File: src/rtl/hazard_stall_ctrl.sv
// ============================================================================
//  Module      : hazard_stall_ctrl
//  Description : Pipeline sequencing controller for the 5-stage CPU.
//                Drives the PC enable, fetch/decode and decode/execute register
//                enables/flushes and the ex/mem bubble. Handles load-use
//                hazards, taken-branch flushes and multi-cycle EX operations
//                with a three-state FSM (RUN, BUSY, FLUSH), generates EX
//                operand-forwarding selects and keeps saturating stall/flush
//                performance counters.
//  Ports       :
//    clk, rst_n            clock (rising edge), synchronous active-low reset
//    id_rs1/id_rs2         decode-stage source registers
//    id_use_rs1/id_use_rs2 decode instruction reads rs1/rs2
//    ex_rd, ex_wr_en       EX-stage destination and write enable
//    ex_is_load            EX instruction is a load
//    ex_branch_taken       EX resolved a taken branch/jump (pulse)
//    ex_mc_start           EX instruction is multi-cycle (pulse)
//    ex_mc_cycles          total EX cycles of the multi-cycle instruction
//    mem_rd, mem_wr_en     MEM-stage destination and write enable
//    pc_en                 PC update enable
//    if_id_en/if_id_flush  fetch/decode register enable / NOP insert
//    id_ex_en/id_ex_flush  decode/execute register enable / bubble insert
//    ex_mem_bubble         ex/mem register captures a bubble
//    fwd_a_sel/fwd_b_sel   operand source: 00 regfile, 01 MEM, 10 EX
//    stall_cycles          saturating count of cycles with pc_en=0
//    flush_cycles          saturating count of cycles with if_id_flush=1
//    busy                  FSM is not in RUN
//  Revision    : 1.0 - initial release
// ============================================================================
`default_nettype none

module hazard_stall_ctrl #(
  parameter int FLUSH_EXTRA = 1,
  parameter int CNT_W       = 16,
  parameter int MC_W        = 4
) (
  input  logic             clk,
  input  logic             rst_n,
  input  logic [4:0]       id_rs1,
  input  logic [4:0]       id_rs2,
  input  logic             id_use_rs1,
  input  logic             id_use_rs2,
  input  logic [4:0]       ex_rd,
  input  logic             ex_wr_en,
  input  logic             ex_is_load,
  input  logic             ex_branch_taken,
  input  logic             ex_mc_start,
  input  logic [MC_W-1:0]  ex_mc_cycles,
  input  logic [4:0]       mem_rd,
  input  logic             mem_wr_en,
  output logic             pc_en,
  output logic             if_id_en,
  output logic             if_id_flush,
  output logic             id_ex_en,
  output logic             id_ex_flush,
  output logic             ex_mem_bubble,
  output logic [1:0]       fwd_a_sel,
  output logic [1:0]       fwd_b_sel,
  output logic [CNT_W-1:0] stall_cycles,
  output logic [CNT_W-1:0] flush_cycles,
  output logic             busy
);

  localparam int c_fl_w = (FLUSH_EXTRA < 2) ? 1 : $clog2(FLUSH_EXTRA + 1);
  localparam logic [c_fl_w-1:0] c_fl_reload = c_fl_w'(FLUSH_EXTRA);
  localparam logic [MC_W-1:0]   c_mc_two    = MC_W'(2);

  typedef enum logic [1:0] {
    ST_RUN   = 2'd0,
    ST_BUSY  = 2'd1,
    ST_FLUSH = 2'd2
  } state_t;

  state_t            r_state;
  state_t            w_state_nxt;
  logic [MC_W-1:0]   r_mc_cnt;
  logic [MC_W-1:0]   w_mc_nxt;
  logic [c_fl_w-1:0] r_fl_cnt;
  logic [c_fl_w-1:0] w_fl_nxt;
  logic [CNT_W-1:0]  r_stall_cnt;
  logic [CNT_W-1:0]  r_flush_cnt;

  logic w_load_use;
  logic w_mc_long;

  assign w_load_use = ex_is_load & ex_wr_en & (ex_rd != 5'd0) &
                      ((id_use_rs1 & (id_rs1 == ex_rd)) |
                       (id_use_rs2 & (id_rs2 == ex_rd)));

  assign w_mc_long  = ex_mc_start & (ex_mc_cycles >= c_mc_two);

  // Forwarding select: EX result wins over MEM; a load in EX has no data yet
  // and x0 is hard-wired zero so it is never forwarded.
  function automatic logic [1:0] fwd_sel(input logic [4:0] rs);
    logic [1:0] sel;
    sel = 2'b00;
    if (ex_wr_en && !ex_is_load && (ex_rd != 5'd0) && (ex_rd == rs)) begin
      sel = 2'b10;
    end else if (mem_wr_en && (mem_rd != 5'd0) && (mem_rd == rs)) begin
      sel = 2'b01;
    end
    return sel;
  endfunction

  always_ff @(posedge clk) begin
    if (!rst_n) begin
      r_state  <= ST_RUN;
      r_mc_cnt <= '0;
      r_fl_cnt <= '0;
    end else begin
      r_state  <= w_state_nxt;
      r_mc_cnt <= w_mc_nxt;
      r_fl_cnt <= w_fl_nxt;
    end
  end

  always_comb begin
    w_state_nxt   = r_state;
    w_mc_nxt      = r_mc_cnt;
    w_fl_nxt      = r_fl_cnt;
    pc_en         = 1'b1;
    if_id_en      = 1'b1;
    id_ex_en      = 1'b1;
    if_id_flush   = 1'b0;
    id_ex_flush   = 1'b0;
    ex_mem_bubble = 1'b0;
    fwd_a_sel     = fwd_sel(id_rs1);
    fwd_b_sel     = fwd_sel(id_rs2);

    case (r_state)
      ST_RUN: begin
        if (ex_branch_taken) begin
          if_id_flush = 1'b1;
          id_ex_flush = 1'b1;
          if (FLUSH_EXTRA > 0) begin
            w_state_nxt = ST_FLUSH;
            w_fl_nxt    = c_fl_reload;
          end
        end else if (w_mc_long) begin
          pc_en         = 1'b0;
          if_id_en      = 1'b0;
          id_ex_en      = 1'b0;
          ex_mem_bubble = 1'b1;
          // mc_cnt holds the number of BUSY cycles still to come. This start
          // cycle is already one stall, so a 2-cycle op needs no BUSY visit.
          w_mc_nxt      = ex_mc_cycles - c_mc_two;
          if (ex_mc_cycles != c_mc_two) begin
            w_state_nxt = ST_BUSY;
          end
        end else if (w_load_use) begin
          pc_en       = 1'b0;
          if_id_en    = 1'b0;
          id_ex_flush = 1'b1;
        end
      end

      ST_BUSY: begin
        pc_en         = 1'b0;
        if_id_en      = 1'b0;
        id_ex_en      = 1'b0;
        ex_mem_bubble = 1'b1;
        if (r_mc_cnt <= MC_W'(1)) begin
          w_state_nxt = ST_RUN;
          w_mc_nxt    = '0;
        end else begin
          w_mc_nxt = r_mc_cnt - MC_W'(1);
        end
      end

      ST_FLUSH: begin
        if_id_flush = 1'b1;
        if (ex_branch_taken) begin
          id_ex_flush = 1'b1;
          w_fl_nxt    = c_fl_reload;
        end else if (r_fl_cnt <= c_fl_w'(1)) begin
          w_state_nxt = ST_RUN;
          w_fl_nxt    = '0;
        end else begin
          w_fl_nxt = r_fl_cnt - c_fl_w'(1);
        end
      end

      default: begin
        w_state_nxt = ST_RUN;
      end
    endcase

    // While reset is held the pipeline is frozen and filled with bubbles.
    if (!rst_n) begin
      pc_en         = 1'b0;
      if_id_en      = 1'b0;
      id_ex_en      = 1'b0;
      if_id_flush   = 1'b1;
      id_ex_flush   = 1'b1;
      ex_mem_bubble = 1'b1;
      fwd_a_sel     = 2'b00;
      fwd_b_sel     = 2'b00;
    end
  end

  assign busy = rst_n & (r_state != ST_RUN);

  always_ff @(posedge clk) begin
    if (!rst_n) begin
      r_stall_cnt <= '0;
      r_flush_cnt <= '0;
    end else begin
      if (!pc_en && (r_stall_cnt != {CNT_W{1'b1}})) begin
        r_stall_cnt <= r_stall_cnt + CNT_W'(1);
      end
      if (if_id_flush && (r_flush_cnt != {CNT_W{1'b1}})) begin
        r_flush_cnt <= r_flush_cnt + CNT_W'(1);
      end
    end
  end

  assign stall_cycles = r_stall_cnt;
  assign flush_cycles = r_flush_cnt;

endmodule

`default_nettype wire

File: config.mk
export PLATFORM = sky130hd
export DESIGN_NAME = hazard_stall_ctrl
export DESIGN_NICKNAME = d
export VERILOG_FILES = /design/src/rtl/hazard_stall_ctrl.sv
export SDC_FILE = /design/constraint.sdc
export NUM_CORES = 1
export LEC_CHECK = 0
export CAP_MARGIN = 25
export CORE_UTILIZATION = 41
export CTS_CLUSTER_SIZE = 10
export DETAILED_ROUTE_END_ITERATION = 10
export PLACE_DENSITY = 0.76
export SLEW_MARGIN = 20
export SYNTH_ARGS = -nofsm -noshare
export SYNTH_HDL_FRONTEND = slang
export SYNTH_SLANG_ARGS = --single-unit
File: constraint.sdc
create_clock -name clk -period 2.1 [get_ports clk]
set_input_delay 0.42 -clock clk [delete_from_list [all_inputs] [get_ports clk]]
set_output_delay 0.42 -clock clk [all_outputs]
set_load 0.02 [all_outputs]
; ---- After elaboration in Yosys (flattened, before gate mapping)
; Index checks and enable logic that the tools add are counted.
[totals]
register_bits = 39
latch_bits = 0
ram_bits = 0
mem_bits_ro = 0
inputBits = 33
output_inout_bits = 43
wordCells = 102
mem_count = 0
[op_classes]
add_sub_neg = 5
multipliers = 0
div_mod_pow = 0
order_cmp = 3
n_eq_ne = 19
shift = 0
n_mux = 42
n_bitwise = 8
n_reduce_logical = 20
[ops]
columns = operator, count
row1 = adder 16 x 1 -> 16 bit (second input constant), 2
row2 = != test 16 bit (second input constant), 2
row3 = == test 5 bit, 6
row4 = 2-to-1 mux 1 bit, 21
row5 = 2-to-1 mux 2 bit, 10
row6 = 2-to-1 mux 4 bit, 3
row7 = != test 2 bit (second input constant), 6
row8 = one-hot mux 1 bit (2 select lines), 6
row9 = nonzero test 5 bit, 2
row10 = logical AND 1 bit, 9
row11 = one-hot mux 4 bit (2 select lines), 1
row12 = AND 1 bit, 7
row13 = != test 3 bit (second input constant), 2
row14 = one-hot mux 2 bit (3 select lines), 1
row15 = nonzero test 2 bit, 3
row16 = AND reduction 5 bit, 1
row17 = >= comparator 4 x 2 -> 1 bit (second input constant), 1
row18 = less-or-equal comparator 4 x 1 -> 1 bit (second input constant), 1
row19 = != test 4 x 2 -> 1 bit (second input constant), 1
row20 = subtractor 4 x 1 -> 4 bit (second input constant), 1
row21 = subtractor 4 x 2 -> 4 bit (second input constant), 1
row22 = AND reduction 3 bit, 1
row23 = == test 2 x 1 -> 1 bit (second input constant), 1
row24 = == test 2 bit (second input constant), 1
row25 = other kinds (6), 7

; ---- Logic depth before layout (Yosys ltp)
; Gate-level depths: netlist of run 1.
[logic_depth]
ltp_word = 11
ltp_mapped = 9
ltp_nobuf = 8

; ---- Worst setup path before layout of run 1
; Ideal clock, no wire load.
[synth_path]
kind = in2out
startpoint = input port ex_rd[0]
endpoint = output port pc_en
t_arrival_ps = 1823
t_required_ps = 1680
slack_ps = -143
cell_stages = 6
path_buffers = 1
cell_sequence = or4_1 o21ai_1 nor2_1 o211a_1 nor2_1 buf_4
[synth_via]
elab_chain_cells = 9
elab_cells_between_ends = 13
[synth_lines]
columns = element, line
row1 = "start, declared", 43  ; input logic [4:0] ex_rd,
row2 = "== test 5 bit, on equally long branches", "87, 88"
row3 = "AND 1 bit, on equally long branches", "87, 88"
row4 = OR 1 bit, 87  ; ((id_use_rs1 & (id_rs1 == ex_rd)) |
row5 = AND 1 bit (*), 86  ; assign w_load_use = ex_is_load & ex_wr_en & (ex_rd != 5'd0) &
row6 = 2-to-1 mux 1 bit (*) (3 in a row), n/a
row7 = one-hot mux 1 bit (2 select lines) (*), n/a
row8 = 2-to-1 mux 1 bit (*), n/a
row9 = "end, declared", 51  ; output logic pc_en,
; Every way passes the cells marked *; elsewhere a longest branch is shown, timed or not.

; ---- Final worst setup path of run 1
[layout_path]
startpoint = input port mem_rd[2]
endpoint = output port fwd_a_sel[0]
[layout_via]
elab_chain_cells = 6
elab_cells_between_ends = 7
[layout_lines]
columns = element, line
row1 = "start, declared", 49  ; input logic [4:0] mem_rd,
row2 = nonzero test 5 bit, 99  ; end else if (mem_wr_en && (mem_rd != 5'd0) && (mem_rd == rs)) begin
row3 = logical AND 1 bit, 99
row4 = logical AND 1 bit (*), 99
row5 = 2-to-1 mux 1 bit (*), 99
row6 = 2-to-1 mux 2 bit (*), 97  ; if (ex_wr_en && !ex_is_load && (ex_rd != 5'd0) && (ex_rd == rs)) begin
row7 = 2-to-1 mux 2 bit (*), 189  ; if (!rst_n) begin
row8 = "end, declared", 57  ; output logic [1:0] fwd_a_sel,
; Marked as above.

==> flow_metrics.env, run 1 <==
export IMPL_status="finished, violations left"
export IMPL_violations="negative setup slack"
export IMPL_p_int_mw=1.222
export IMPL_final_setup_worst_slack_ps=-58.42
export IMPL_fin_util_pct=68.07
export IMPL_p_leak_nw=1.448
export IMPL_num_nets_final=432
export IMPL_vias=2414
export IMPL_peakVddDrop_mv=0.3746
export IMPL_area_growth_syn_to_layout_pct=57.38
export IMPL_gp_congestion=0.9185
export IMPL_power_frac_clock_pct=30.4
export IMPL_grt_pass1_wl_um=9591
export IMPL_cts_sinks=38
export IMPL_power_density_nw_per_um2=483.7
export IMPL_syn_inst=276
export IMPL_diodes=0
export IMPL_ys_async_sr_fraction_pct=0
export IMPL_hold_path_class="reg -> reg"
export IMPL_place_area_sq_um=3298
export IMPL_final_common_cell="buf_4"
export IMPL_syn_nets=314
export IMPL_endpoint_kind="output pin"
export IMPL_switching_share_pct=28.24
export IMPL_synth_cell_types=46
export IMPL_p_seq_share_pct=45.1
export IMPL_post_dp_hpwl_um=4611
export IMPL_maxSlewHeadroom_pct=49.69
export IMPL_cts_root_buf="clkbuf_8"
export IMPL_fin_hold_ws_ps=493.8
export IMPL_insertion_delay_ps=290
export IMPL_dieArea_sq_um=5756
export IMPL_drive_above_1_share_pct=26.58
export IMPL_grt_pass1_vias=2170
export IMPL_comb_power_share_pct=24.6
export IMPL_yosys_warnings=0
export IMPL_core_sq_um=5172
export IMPL_routed_wl_um=6336
export IMPL_routed_via_density=5.191
export IMPL_clk_path_buf_depth=2
export IMPL_grt_use_total_pct=22.17
export IMPL_final_area_sq_um=3521
export IMPL_cts_tree="yes"
export IMPL_final_seq_area_sq_um=763.2
export IMPL_drtIter0Drc=101
export IMPL_initial_core_util_pct=43.25
export IMPL_grt_ovfl_total=0
export IMPL_final_period_utilization_pct=102.8
export IMPL_max_freq_ghz=0.4633
export IMPL_critical_path_class="in -> out"
export IMPL_grt_max_degree=37
export IMPL_drcViolationCount=0
export IMPL_reg2reg_depth=8
export IMPL_fin_skew_ps=3.994
export IMPL_rsz0062_at_grt="yes"
export IMPL_setup_violations=6
export IMPL_synth_edf_count=0
export IMPL_syn_area_sq_um=2237
export IMPL_cp_required_ps=1680
export IMPL_p_switching_mw=0.4810
export IMPL_port_buffers=75
export IMPL_final_antenna_net_count=0
export IMPL_layout_common_cells="48 x buf_4, 39 x clkdlybuf4s50_1, 36 x dfxtp_1, 32 x nor2_1, 18 x xor2_1"
export IMPL_htree_levels=2
export IMPL_synth_seq_area_share_pct=34.00
export IMPL_avgRoutedWirePerCell_um=13.63
export IMPL_period_minus_slack_ps=2158
export IMPL_drtPass1Iterations=4
export IMPL_whs_path_depth=2
export IMPL_power_mw=1.703
export IMPL_hold_viol=0
export IMPL_synth_seq_cells=38
export IMPL_cts_buffers=5
export IMPL_multi_input_area_sq_um=1479
export IMPL_num_rows=26
export IMPL_dp_cells=447
export IMPL_synth_main_ff_cell="dfxtp_1"
export IMPL_crit_arrival_ps=1740
export IMPL_start_kind="input pin"
export IMPL_maxCapViolCount=0
export IMPL_syn_area_per_cell_sq_um=8.106
export IMPL_die_h_um=75.87
export IMPL_boundaryPins=76
export IMPL_worst_pin_slew_ps=748.3
export IMPL_final_cells=465
export IMPL_die_w_um=75.87
export IMPL_cp_max_fo=3
export IMPL_cts_clk_slew_worst_paths_ps=70
export IMPL_fill_cells=432
export IMPL_grt_antenna_before_repair=0
export IMPL_report_final_slew_viol_count=0
## worst paths after layout
path | startpoint | to | slack (ps)
hold reg to reg | stall_cycles[9] | stall_cycles[9] | 490
setup / recovery | mem_rd[2] | fwd_a_sel[0] | -60
hold / removal | stall_cycles[9] | stall_cycles[9] | 490
setup reg to reg | stall_cycles[8] | stall_cycles[1] | 120
## metrics by stage
step / setup TNS, ps / worst slack (ps)
5_1_grt: -627.2 / -106.8
2_1_floorplan: -26.72 / -26.72
6_report: -196.7 / -58.42
3_5_place_dp: -16750 / -780.1
4_1_cts: -221.5 / -63.29
3_3_place_gp: -16090 / -768.9
## critical path: stages
cell      delay [ps]
buf_8            100
or4_4            510
o211ai_1         200
buf_4            160
nor4_4            40
nand3_2           90
a21oi_2           40
buf_4            170
## flip-flops by register name, summed over array words and instances (netlist names)
register and count:
r_mc_cnt 4, flush_cycles 16, r_state 2, stall_cycles 16
## logic make-up (layout without fill, tap and decap cells)
kind of cell	after synthesis	after routing	synth area share, %
AOI/OAI and AO/OA	53	53	14.71
and+or+nand+nor	116	116	27.74
xor gates and xnor gates	36	36	14.09
adders and majority gates	5	5	2.796
buffers and inverters	25	144	5.313
muxes	3	3	1.342
DFF	38	38	34.00
## cell usage after synthesis (5+ instances only)
cell / count / area, sq um
nand4_1: 7 / 43.79
dfxtp_1: 38 / 760.7
xor2_1: 18 / 157.7
and3_1: 6 / 37.54
nand3_1: 15 / 75.07
nand2_1: 15 / 56.30
a21oi_1: 20 / 100.1
xnor2_1: 18 / 157.7
ha_1: 5 / 62.56
inv_1: 14 / 52.55
or4_1: 8 / 60.06
o21ai_1: 9 / 45.04
o31ai_1: 6 / 45.04
or3_1: 9 / 56.30
nor2_1: 37 / 138.9
clkbuf_1: 5 / 18.77
## layer usage
layer  vias up  part of all wire [%]  GRT usage, %
li1       1212                     -             -
met1      1138                    42         25.79
met2        50                    53         40.51
met3        14                   2.6         3.968
met4         0                   2.5         7.819
met5         -                     0             0
## power groups by stage
stage                     registers, mW  logic, mW  clock network [mW]
after floorplan                   0.797      0.174                   0
after global placement            0.783      0.380                   0
after detailed placement          0.783      0.388                   0
final                             0.768      0.418               0.517
after CTS                         0.767      0.387               0.532
after global routing              0.772      0.448               0.562
## area by class of cell
class	count	area share [%]
Clock inverter	1	0.1421
Sequential cell	38	21.68
Tap cell	70	2.488
Clock buffer	7	2.452
Inverter	15	1.599
Timing Repair Buffer	121	29.64
Multi-Input combinational cell	213	42.00
## what timing repair did
item,CTS,global route
hold buffers,0,0
pin swaps,22,13
gates resized for setup,106,30
endpoints found under the setup margin,28,17
setup buffers,7,3
(Power assumes the default switching activity.)
==> inputs of run 2 (changes only) <==
--- a/config.mk
+++ b/config.mk
@@ -6,10 +6,11 @@
 export NUM_CORES = 1
 export LEC_CHECK = 0
 export CAP_MARGIN = 25
-export CORE_UTILIZATION = 41
+export CORE_UTILIZATION = 46
 export CTS_CLUSTER_SIZE = 10
 export DETAILED_ROUTE_END_ITERATION = 10
-export PLACE_DENSITY = 0.76
+export HOLD_SLACK_MARGIN = 0.08
+export PLACE_DENSITY = 0.81
 export SLEW_MARGIN = 20
 export SYNTH_ARGS = -nofsm -noshare
 export SYNTH_HDL_FRONTEND = slang
==> constraint.sdc (replaced) <==
create_clock -name clk -period 2.26 [get_ports clk]
set_input_delay 0.452 -clock clk [delete_from_list [all_inputs] [get_ports clk]]
set_output_delay 0.452 -clock clk [all_outputs]
set_load 0.02 [all_outputs]
==> flow_metrics.env, run 2 (synthesized netlist as in run 1, its figures left out) <==
export IMPL_routed_via_density=5.392
export IMPL_htree_levels=2
export IMPL_worst_pin_slew_ps=566.7
export IMPL_fin_hold_ws_ps=494.1
export IMPL_power_density_nw_per_um2=464.9
export IMPL_cp_num_buf_inv=2
export IMPL_cts_clk_slew_worst_paths_ps=80
export IMPL_die_w_um=71.74
export IMPL_cts_sinks=38
export IMPL_layout_common_cells="41 x clkdlybuf4s50_1, 38 x dfxtp_1, 38 x buf_4, 34 x nor2_1, 19 x a21oi_1"
export IMPL_reg2reg_from="stall_cycles[7]"
export IMPL_insertion_delay_ps=290
export IMPL_fin_util_pct=72.03
export IMPL_gp_congestion=0.9356
export IMPL_endpoint_kind="output pin"
export IMPL_hold_path_class="reg -> reg"
export IMPL_crit_arrival_ps=1820
export IMPL_port_buffers=75
export IMPL_dieArea_sq_um=5146
export IMPL_cts_buffers=5
export IMPL_vias=2367
export IMPL_critical_path_class="in -> out"
export IMPL_period_minus_slack_ps=2274
export IMPL_final_antenna_net_count=0
export IMPL_boundaryPins=76
export IMPL_post_dp_hpwl_um=4573
export IMPL_final_period_utilization_pct=100.6
export IMPL_cp_max_fo=2
export IMPL_grt_pass1_wl_um=9970
export IMPL_grt_pass1_vias=2226
export IMPL_core_sq_um=4692
export IMPL_min_to="stall_cycles[10]"
export IMPL_die_h_um=71.74
export IMPL_drcViolationCount=0
export IMPL_violations="negative setup slack"
export IMPL_ctsHoldBuffers=0
export IMPL_drtIter0Drc=113
export IMPL_avgRoutedWirePerCell_um=13.78
export IMPL_reg2reg_to="stall_cycles[1]"
export IMPL_fin_skew_ps=2.767
export IMPL_report_final_slew_viol_count=0
export IMPL_whs_path_depth=2
export IMPL_final_setup_worst_slack_ps=-14.00
export IMPL_worst_path_max_delay_cell="or4_4"
export IMPL_pre_cts_ws_ps=-732.2
export IMPL_drtPass1Iterations=4
export IMPL_grt_max_degree=37
export IMPL_clk_path_buf_depth=2
export IMPL_r2r_slack_ps=220
export IMPL_initial_core_util_pct=47.68
export IMPL_reg2reg_depth=8
export IMPL_max_freq_ghz=0.4398
export IMPL_grt_antenna_before_repair=0
export IMPL_cp_top_family="simple AND/OR/NAND/NOR gates"
export IMPL_diodes=0
export IMPL_area_growth_syn_to_layout_pct=51.06
export IMPL_max_stage_delay_ps=520
export IMPL_setup_violations=1
export IMPL_drive_above_1_share_pct=20.26
export IMPL_final_common_cell="clkdlybuf4s50_1"
export IMPL_num_rows=25
export IMPL_p_leak_nw=1.380
export IMPL_grt_use_total_pct=24.52
export IMPL_cts_root_buf="clkbuf_8"
export IMPL_crit_path_cell_trace="buf_6 > or4_4 > o21ai_2 > nor2_1 > o21a_1 > a21oi_2 > o21ai_1 > buf_4"
export IMPL_hold_viol=0
export IMPL_cts_tree="yes"
export IMPL_rsz0062_at_grt="yes"
export IMPL_hold_start="stall_cycles[10]"
export IMPL_cp_required_ps=1810
export IMPL_maxCapViolCount=0
export IMPL_grt_ovfl_total=0
export IMPL_peakVddDrop_mv=0.2706
export IMPL_num_nets_final=422
export IMPL_start_kind="input pin"
export IMPL_status="finished, violations left"
export IMPL_routed_wl_um=6051
export IMPL_maxSlewHeadroom_pct=61.90
-- run 2: changes by cell type in the layout (fill, tap and decap cells not counted), moves of 3 or more --
cell	change
a21oi_2	-3
xnor2_1	+4
a21oi_1	+3
clkbuf_2	-4
xnor2_2	-4
nor2_2	-3
buf_4	-10
-- run 2: how the worst max path moves through the flow --
stage	slack, ps	end	startpoint	cells after the start
after floorplan	70	pc_en	ex_rd[0]	6
after global placement	-720	pc_en	ex_rd[0]	7
after detailed placement	-730	pc_en	ex_rd[0]	7
after CTS	2	id_ex_flush	ex_mc_cycles[1]	7
after global routing	-50	fwd_a_sel[0]	mem_rd[3]	8
final	-10	id_ex_flush	ex_rd[0]	8
-- run 2: metrics by stage --
step           cell area (sq um)  total power, mW  std cells  TNS (ps)
2_1_floorplan               2240           0.9023        276         0
3_3_place_gp                3271            1.079        430    -11300
3_5_place_dp                3271            1.087        430    -11980
4_1_cts                     3329            1.567        439         0
5_1_grt                     3379            1.640        439    -144.0
6_report                    3379            1.571        439    -14.00
-- run 2: worst register-to-register path: stages, from the launching register on --
cell     delay (ps)
dfxtp_1         440
nand4_2         180
nor2_4          180
nand4_4         140
or4_1           450
o21ai_2         100
buf_12          180
mux2i_1         200
nor2_1           50
-- run 2: layer usage --
metal | vias up | wire [um] | GRT usage [%]
li1 | 1185 | - | -
met1 | 1102 | 2589 | 30.43
met2 | 66 | 3017 | 41.51
met3 | 14 | 272 | 4.219
met4 | 0 | 172 | 11.11
met5 | - | 0 | 0
-- run 2: repair_timing --
item | in CTS | in global routing
pin swaps | 17 | 14
gates resized for setup | 90 | 17
setup buffers | 1 | 0
endpoints found under the setup margin | 27 | 8
-- run 2: power by group --
part	internal (mW)	switching [mW]
Combinational	0.183	0.171
Sequential	0.690	0.0259
Clock	0.245	0.256
Total	1.12	0.453
-- run 2: layout make-up --
cell class	instances	area [sq um]
clock buffers	6	82.58
well taps	54	67.56
repair buffers	111	993.5
clock inverters	2	12.51
multi-input cells	213	1406
fillers	365	1313
flip-flops and latches	38	760.7
inverters	15	56.30
